`config.mk`:
```
export PLATFORM = sky130hd
export DESIGN_NAME = adc_init_seq
export DESIGN_NICKNAME = d
export VERILOG_FILES = /design/src/rtl/adc_init_seq.sv
export SDC_FILE = /design/constraint.sdc
export NUM_CORES = 1
export LEC_CHECK = 0
export ABC_CLOCK_PERIOD_IN_PS = 2980
export BUFFER_PORTS_ARGS = -buffer_cell sky130_fd_sc_hd__buf_2
export CAP_MARGIN = 20
export CORE_AREA = 2 2 73 75
export CTS_CLUSTER_SIZE = 10
export DETAILED_ROUTE_END_ITERATION = 8
export DIE_AREA = 0 0 75 77
export GPL_TIMING_DRIVEN = 0
export PLACE_DENSITY = 0.77
export SLEW_MARGIN = 20
export SYNTH_ARGS = -nofsm -noshare
export SYNTH_HDL_FRONTEND = slang
export SYNTH_SLANG_ARGS = --single-unit
```
`constraint.sdc`:
```
create_clock -name CLK -period 2.98 [get_ports CLK]
set_input_delay 0.149 -clock CLK [delete_from_list [all_inputs] [get_ports CLK]]
set_output_delay 0.149 -clock CLK [all_outputs]
set_load 0.1 [all_outputs]
```
`src/rtl/adc_init_seq.sv`:
```
`default_nettype none
// ============================================================================
//  Module   : adc_init_seq
//  Purpose  : ADC power-up configuration sequencer. Waits a settle delay
//             after ADC_INIT_RST releases, then streams a table of ROM words
//             serially (CS_B/SCLK/SDATA) into one of four ADCs each, and
//             raises ADC_RDY once the whole table has been written.
//  Revision : 1.0  initial release
// ============================================================================
module adc_init_seq #(
   parameter int          NUM_WORDS = 6,        // words at ROM addresses 0..NUM_WORDS-1 (0..16)
   parameter int          DIV       = 2,        // SCLK half-period in CLK cycles (>=1)
   parameter logic [15:0] PWR_DLY   = 16'd1000, // settle cycles before first fetch (>=1)
   parameter int          GAP       = 4         // all-deselected cycles between words (>=1)
) (
   input  logic        CLK,
   input  logic        EOS,
   input  logic        ADC_INIT_RST,
   output logic [3:0]  ROM_ADDR,
   input  logic [17:0] ROM_DATA,
   output logic [3:0]  CS_B,
   output logic        SCLK,
   output logic        SDATA,
   output logic        ADC_RDY,
   output logic [2:0]  ADC_INIT_STATE
);

   // Divider counter spans one full bit period of 2*DIV cycles
   localparam int             DW        = $clog2(2 * DIV);
   localparam logic [DW-1:0]  DIV_LAST  = DW'(2 * DIV - 1);
   localparam logic [DW-1:0]  DIV_HALF  = DW'(DIV);
   localparam logic [15:0]    PWR_LAST  = PWR_DLY - 16'd1;
   localparam logic [15:0]    GAP_LAST  = 16'(GAP - 1);
   localparam logic [3:0]     LAST_ADDR = 4'(NUM_WORDS - 1);

   typedef enum logic [2:0] {
      S_IDLE    = 3'd0,
      S_PWR_DLY = 3'd1,
      S_FETCH   = 3'd2,
      S_LOAD    = 3'd3,
      S_SHIFT   = 3'd4,
      S_GAP     = 3'd5,
      S_DONE    = 3'd6
   } state_t;

   state_t         state, state_nx;
   logic [15:0]    cnt, cnt_nx;         // shared settle-delay / gap counter
   logic [DW-1:0]  div_cnt, div_nx;     // position inside the current bit
   logic [3:0]     bit_cnt, bit_nx;     // bit index inside the current word
   logic [15:0]    shreg, sh_nx;        // payload, current bit at [15]
   logic [3:0]     addr, addr_nx;
   logic [3:0]     cs_b, cs_nx;
   logic           sclk, sclk_nx;
   logic           sdata, sdata_nx;
   logic           rdy, rdy_nx;

   // State and output registers; every output comes straight from a flop
   always_ff @(posedge CLK or negedge EOS) begin
      if (!EOS) begin
         state   <= S_IDLE;
         cnt     <= '0;
         div_cnt <= '0;
         bit_cnt <= '0;
         shreg   <= '0;
         addr    <= '0;
         cs_b    <= 4'hF;
         sclk    <= 1'b0;
         sdata   <= 1'b0;
         rdy     <= 1'b0;
      end else begin
         state   <= state_nx;
         cnt     <= cnt_nx;
         div_cnt <= div_nx;
         bit_cnt <= bit_nx;
         shreg   <= sh_nx;
         addr    <= addr_nx;
         cs_b    <= cs_nx;
         sclk    <= sclk_nx;
         sdata   <= sdata_nx;
         rdy     <= rdy_nx;
      end
   end

   // Next state plus next-cycle output values (outputs default to idle levels)
   always_comb begin
      state_nx = state;
      cnt_nx   = cnt;
      div_nx   = div_cnt;
      bit_nx   = bit_cnt;
      sh_nx    = shreg;
      addr_nx  = addr;
      cs_nx    = 4'hF;
      sclk_nx  = 1'b0;
      sdata_nx = 1'b0;
      rdy_nx   = 1'b0;

      case (state)
         S_IDLE: begin
            cnt_nx  = '0;
            addr_nx = '0;
            if (!ADC_INIT_RST) state_nx = S_PWR_DLY;
         end
         S_PWR_DLY: begin
            if (cnt == PWR_LAST) begin
               cnt_nx  = '0;
               addr_nx = '0;
               if (NUM_WORDS == 0) begin
                  state_nx = S_DONE;
                  rdy_nx   = 1'b1;
               end else begin
                  state_nx = S_FETCH;
               end
            end else begin
               cnt_nx = cnt + 16'd1;
            end
         end
         S_FETCH: begin
            // ROM sees the address this cycle; its data is valid during Load
            state_nx = S_LOAD;
         end
         S_LOAD: begin
            sh_nx    = ROM_DATA[15:0];
            cs_nx    = ~(4'b0001 << ROM_DATA[17:16]);
            sdata_nx = ROM_DATA[15];
            div_nx   = '0;
            bit_nx   = '0;
            state_nx = S_SHIFT;
         end
         S_SHIFT: begin
            if (div_cnt == DIV_LAST) begin
               if (bit_cnt == 4'd15) begin
                  // Word complete: deselect, clock and data back to idle
                  state_nx = S_GAP;
                  cnt_nx   = '0;
               end else begin
                  // Next bit starts with SCLK low, so data may change here
                  div_nx   = '0;
                  bit_nx   = bit_cnt + 4'd1;
                  sh_nx    = {shreg[14:0], 1'b0};
                  sdata_nx = shreg[14];
                  cs_nx    = cs_b;
               end
            end else begin
               div_nx   = div_cnt + 1'b1;
               sclk_nx  = (div_nx >= DIV_HALF);
               sdata_nx = sdata;
               cs_nx    = cs_b;
            end
         end
         S_GAP: begin
            if (cnt == GAP_LAST) begin
               cnt_nx = '0;
               if (addr == LAST_ADDR) begin
                  state_nx = S_DONE;
                  rdy_nx   = 1'b1;
               end else begin
                  addr_nx  = addr + 4'd1;
                  state_nx = S_FETCH;
               end
            end else begin
               cnt_nx = cnt + 16'd1;
            end
         end
         S_DONE: begin
            rdy_nx = 1'b1;
         end
         default: begin
            state_nx = S_IDLE;
         end
      endcase

      // Restart request wins over every other transition
      if (ADC_INIT_RST) begin
         state_nx = S_IDLE;
         cnt_nx   = '0;
         div_nx   = '0;
         bit_nx   = '0;
         addr_nx  = '0;
         cs_nx    = 4'hF;
         sclk_nx  = 1'b0;
         sdata_nx = 1'b0;
         rdy_nx   = 1'b0;
      end
   end

   assign ROM_ADDR       = addr;
   assign CS_B           = cs_b;
   assign SCLK           = sclk;
   assign SDATA          = sdata;
   assign ADC_RDY        = rdy;
   assign ADC_INIT_STATE = state;

endmodule
`default_nettype wire

```
==> impl_metrics.toml <==
[power_and_ir_drop]
p_sw_share_pct = 29.5
pwr-share-clk_pct = 30.2
p_int_mw = 1.02
switchingPower_mw = 0.426
p_total_mw = 1.45
power_density_mw_per_mm2 = 469
pwr-share-seq_pct = 51.5
vdd_drop_max_mv = 0.285
leakagePower_nw = 1.32
pwr-share-comb_pct = 18.2

[yosys]
yosysTopAreaCellShare_pct = 43.3
ys_warn_count = 0
synth_seq_cells = 51
syn_avg_cell_area_um2 = 9.33
synth_edf_count = 0
synth.distinct_cells = 46
synth_area_mm2 = 0.00271
netlist_instances = 291
yosys-top-cells-area = "dfrtp_1 43%, mux2i_1 6.6%, nand2_1 5.4%"
yosys_most_used_dff = "dfrtp_1"
synth_top_cell_by_area = "dfrtp_1"
syn_nets = 317
ys_seq_area_share_pct = 47.2
async_flop_share_pct = 100

[global_route]
grt_pass1_wl_um = 10400
track_usage_pct = 22.5
grt_pass1_vias = 2259
grt-ovfl-total = 0
antenna_found_initial = 0
grt_max_degree = 52

[sta]
finalHoldViolations = 0
rsz0062_at_grt = "no"
clock.fmax_mhz = 401
whs_ns = 0.0749
final.setup.worst_slack_ns = 0.484
tightest_slew_ns = 0.747
fin_crit_ns = 2.50
fin_skew_ns = 0.00509
setup_viol = 0
min_period_over_period_pct = 83.7
slew_violations = 0
slew_headroom_pct = 50.1
setup_tns_ns = 0

[layout]
nets = 359
diodes = 0
final_cells = 404
drive_above_1_share_pct = 14.4
utilization_pct = 62.0
fill_cells = 427
syn_to_final_growth_pct = 13.8
fin_area_mm2 = 0.00309

[clocking]
cts-resized-gates = 0
clk_latency_ns = 0.30
clockBufferDepth = 2
cts_tree = "yes"
cts_buffers = 5
cts.sinks = 51
clk_pin_slew_ns = 0.09
root_buffer = "clkbuf_8"
cts.htree.levels = 2

[drt]
via_count = 2346
ant_nets = 0
drt-total-wl_um = 5900
wl_per_cell_um = 14.6
dr.pass1.iters = 4
drt_first_iter_violations = 110
drt-vias-per-instance = 5.81
remaining_drc_errors = 0

[critical_path]
worstSetupPathType = "reg2reg"
endpoint_kind = "flip-flop"
cp_data_arrival_time_ns = 2.67
cp_max_fo = 10
cp_data_required_time_ns = 3.16
startpoint_type = "flip-flop"

[hold_path]
hold_class = "in2reg"

[place]
gp_congestion = 0.876
placed_area_mm2 = 0.00297
dp_hpwl_um = 4170
dp.cells = 395
portBuffers = 34
pre_cts_ws_ns = 0.529

[die]
dieHeight_um = 77
dieArea_mm2 = 0.00578
initial_core_util_pct = 54.5
die_x_um = 75
core-area_mm2 = 0.00498
io_pins = 35
placementRows = 26

[outcome]
status = "completed"

[flow_run]
maxCapViolCount = 0
area by class of cell:
class / instances / area [um^2] / area share [%]
flip-flops and latches: 51 / 1280 / 41.5
inverters: 5 / 18.8 / 0.608
plain buffers: 16 / 60.1 / 1.94
multi-input cells: 219 / 1350 / 43.8
repair buffers: 35 / 183 / 5.92
clock buffers: 7 / 96.3 / 3.12
clock inverters: 1 / 7.51 / 0.243
well taps: 70 / 87.6 / 2.84
final timing paths:
check | from | endpoint | slack [ns] | cells after the start
max | cnt[8] | cnt[6] | 0.48 | 6
min | ROM_DATA[0] | shreg[0] | 0.07 | 3
max reg2reg | cnt[8] | cnt[6] | 0.48 | 6
min reg2reg | shreg[8] | shreg[8] | 0.49 | 2
max in group asynchronous | EOS | cnt[0] | 2.17 | 2
min in group asynchronous | EOS | shreg[10] | 0.40 | 2
cell usage in the layout (no fill, tap or decap), drive strengths merged, types with 2 or more instances in the layout:
master  count
dfrtp      47
nand2      39
buf        36
nand3      22
clkbuf     21
o21ai      19
mux2i      18
a21oi      14
nor2       13
nand4      10
nor3        8
nand2b      7
inv         5
nor3b       5
a31oi       5
ha          5
dfstp       4
nor2b       4
or3         4
nor4        3
nand4b      3
or4         3
a211oi      3
o22ai       3
o31ai       3
o211ai      3
xnor2       3
o311ai      2
a21o        2
o211a       2
or4b        2
sequential cells by signal (all words and copies together), names as in the netlist:
signal,cells
cnt,16
ADC_INIT_STATE,3
bit_cnt,4
shreg,15
ROM_ADDR,4
div_cnt,2
SDATA,1
CS_B,4
ADC_RDY,1
SCLK,1
worst max-delay path: stages (launching register included):
cell	delay, ns
dfrtp_1	0.45
or4_1	0.58
or4b_4	0.51
a21o_1	0.24
clkbuf_1	0.26
a31oi_1	0.24
mux2i_1	0.09
cell usage after synthesis, types with 3 or more instances:
| library cell | n |
|---|---|
| nand4b_1 | 3 |
| a211oi_1 | 3 |
| nor2_1 | 13 |
| dfrtp_1 | 47 |
| ha_1 | 5 |
| a31oi_1 | 5 |
| or4_1 | 3 |
| xnor2_1 | 3 |
| nor3b_1 | 5 |
| o31ai_1 | 3 |
| nand4_1 | 10 |
| nand2b_1 | 7 |
| nand3_1 | 22 |
| inv_1 | 5 |
| o211ai_1 | 3 |
| nand2_1 | 39 |
| clkbuf_1 | 14 |
| nor4_1 | 3 |
| o21ai_0 | 19 |
| a21oi_1 | 14 |
| o22ai_1 | 3 |
| nor3_1 | 8 |
| nor2b_1 | 4 |
| dfstp_2 | 4 |
| or3_1 | 4 |
| mux2i_1 | 18 |
power by group through the flow:
stage	Sequential, mW	Clock [mW]	Combinational [mW]
global route	0.750	0.473	0.295
detailed placement	0.759	0	0.264
CTS	0.745	0.452	0.264
global placement	0.757	0	0.259
floorplan	0.802	0	0.144
finish	0.745	0.438	0.264
logic make-up (layout without fill, tap and decap cells):
group                    count (synthesis)  in the layout  share of synthesized area (%)
AND/OR/NAND/NOR                        129            129                           24.9
AO/OA/AOI/OAI                           64             64                           15.0
flip-flops                              51             51                           47.2
buffers and inverters                   21             64                           2.90
multiplexers                            18             18                           6.64
adder cells (fa/ha/maj)                  5              5                           2.31
XOR/XNOR                                 3              3                          0.968
layer usage:
layer | part of all wire (%) | vias up | GRT usage [%]
li1 | - | 1156 | -
met1 | 46 | 1118 | 31.7
met2 | 48 | 67 | 36.2
met3 | 5.4 | 5 | 3.94
met4 | 0.81 | 0 | 4.29
met5 | 0 | - | 0
what timing repair did:
| item | 4_1_cts | 5_1_grt |
|---|---|---|
| setup buffers | 0 | 0 |
| endpoints found under the setup margin | 0 | 0 |
| hold endpoints to repair | 0 | 47 |
| hold buffers | 0 | 1 |
(Power assumes the default switching activity.)
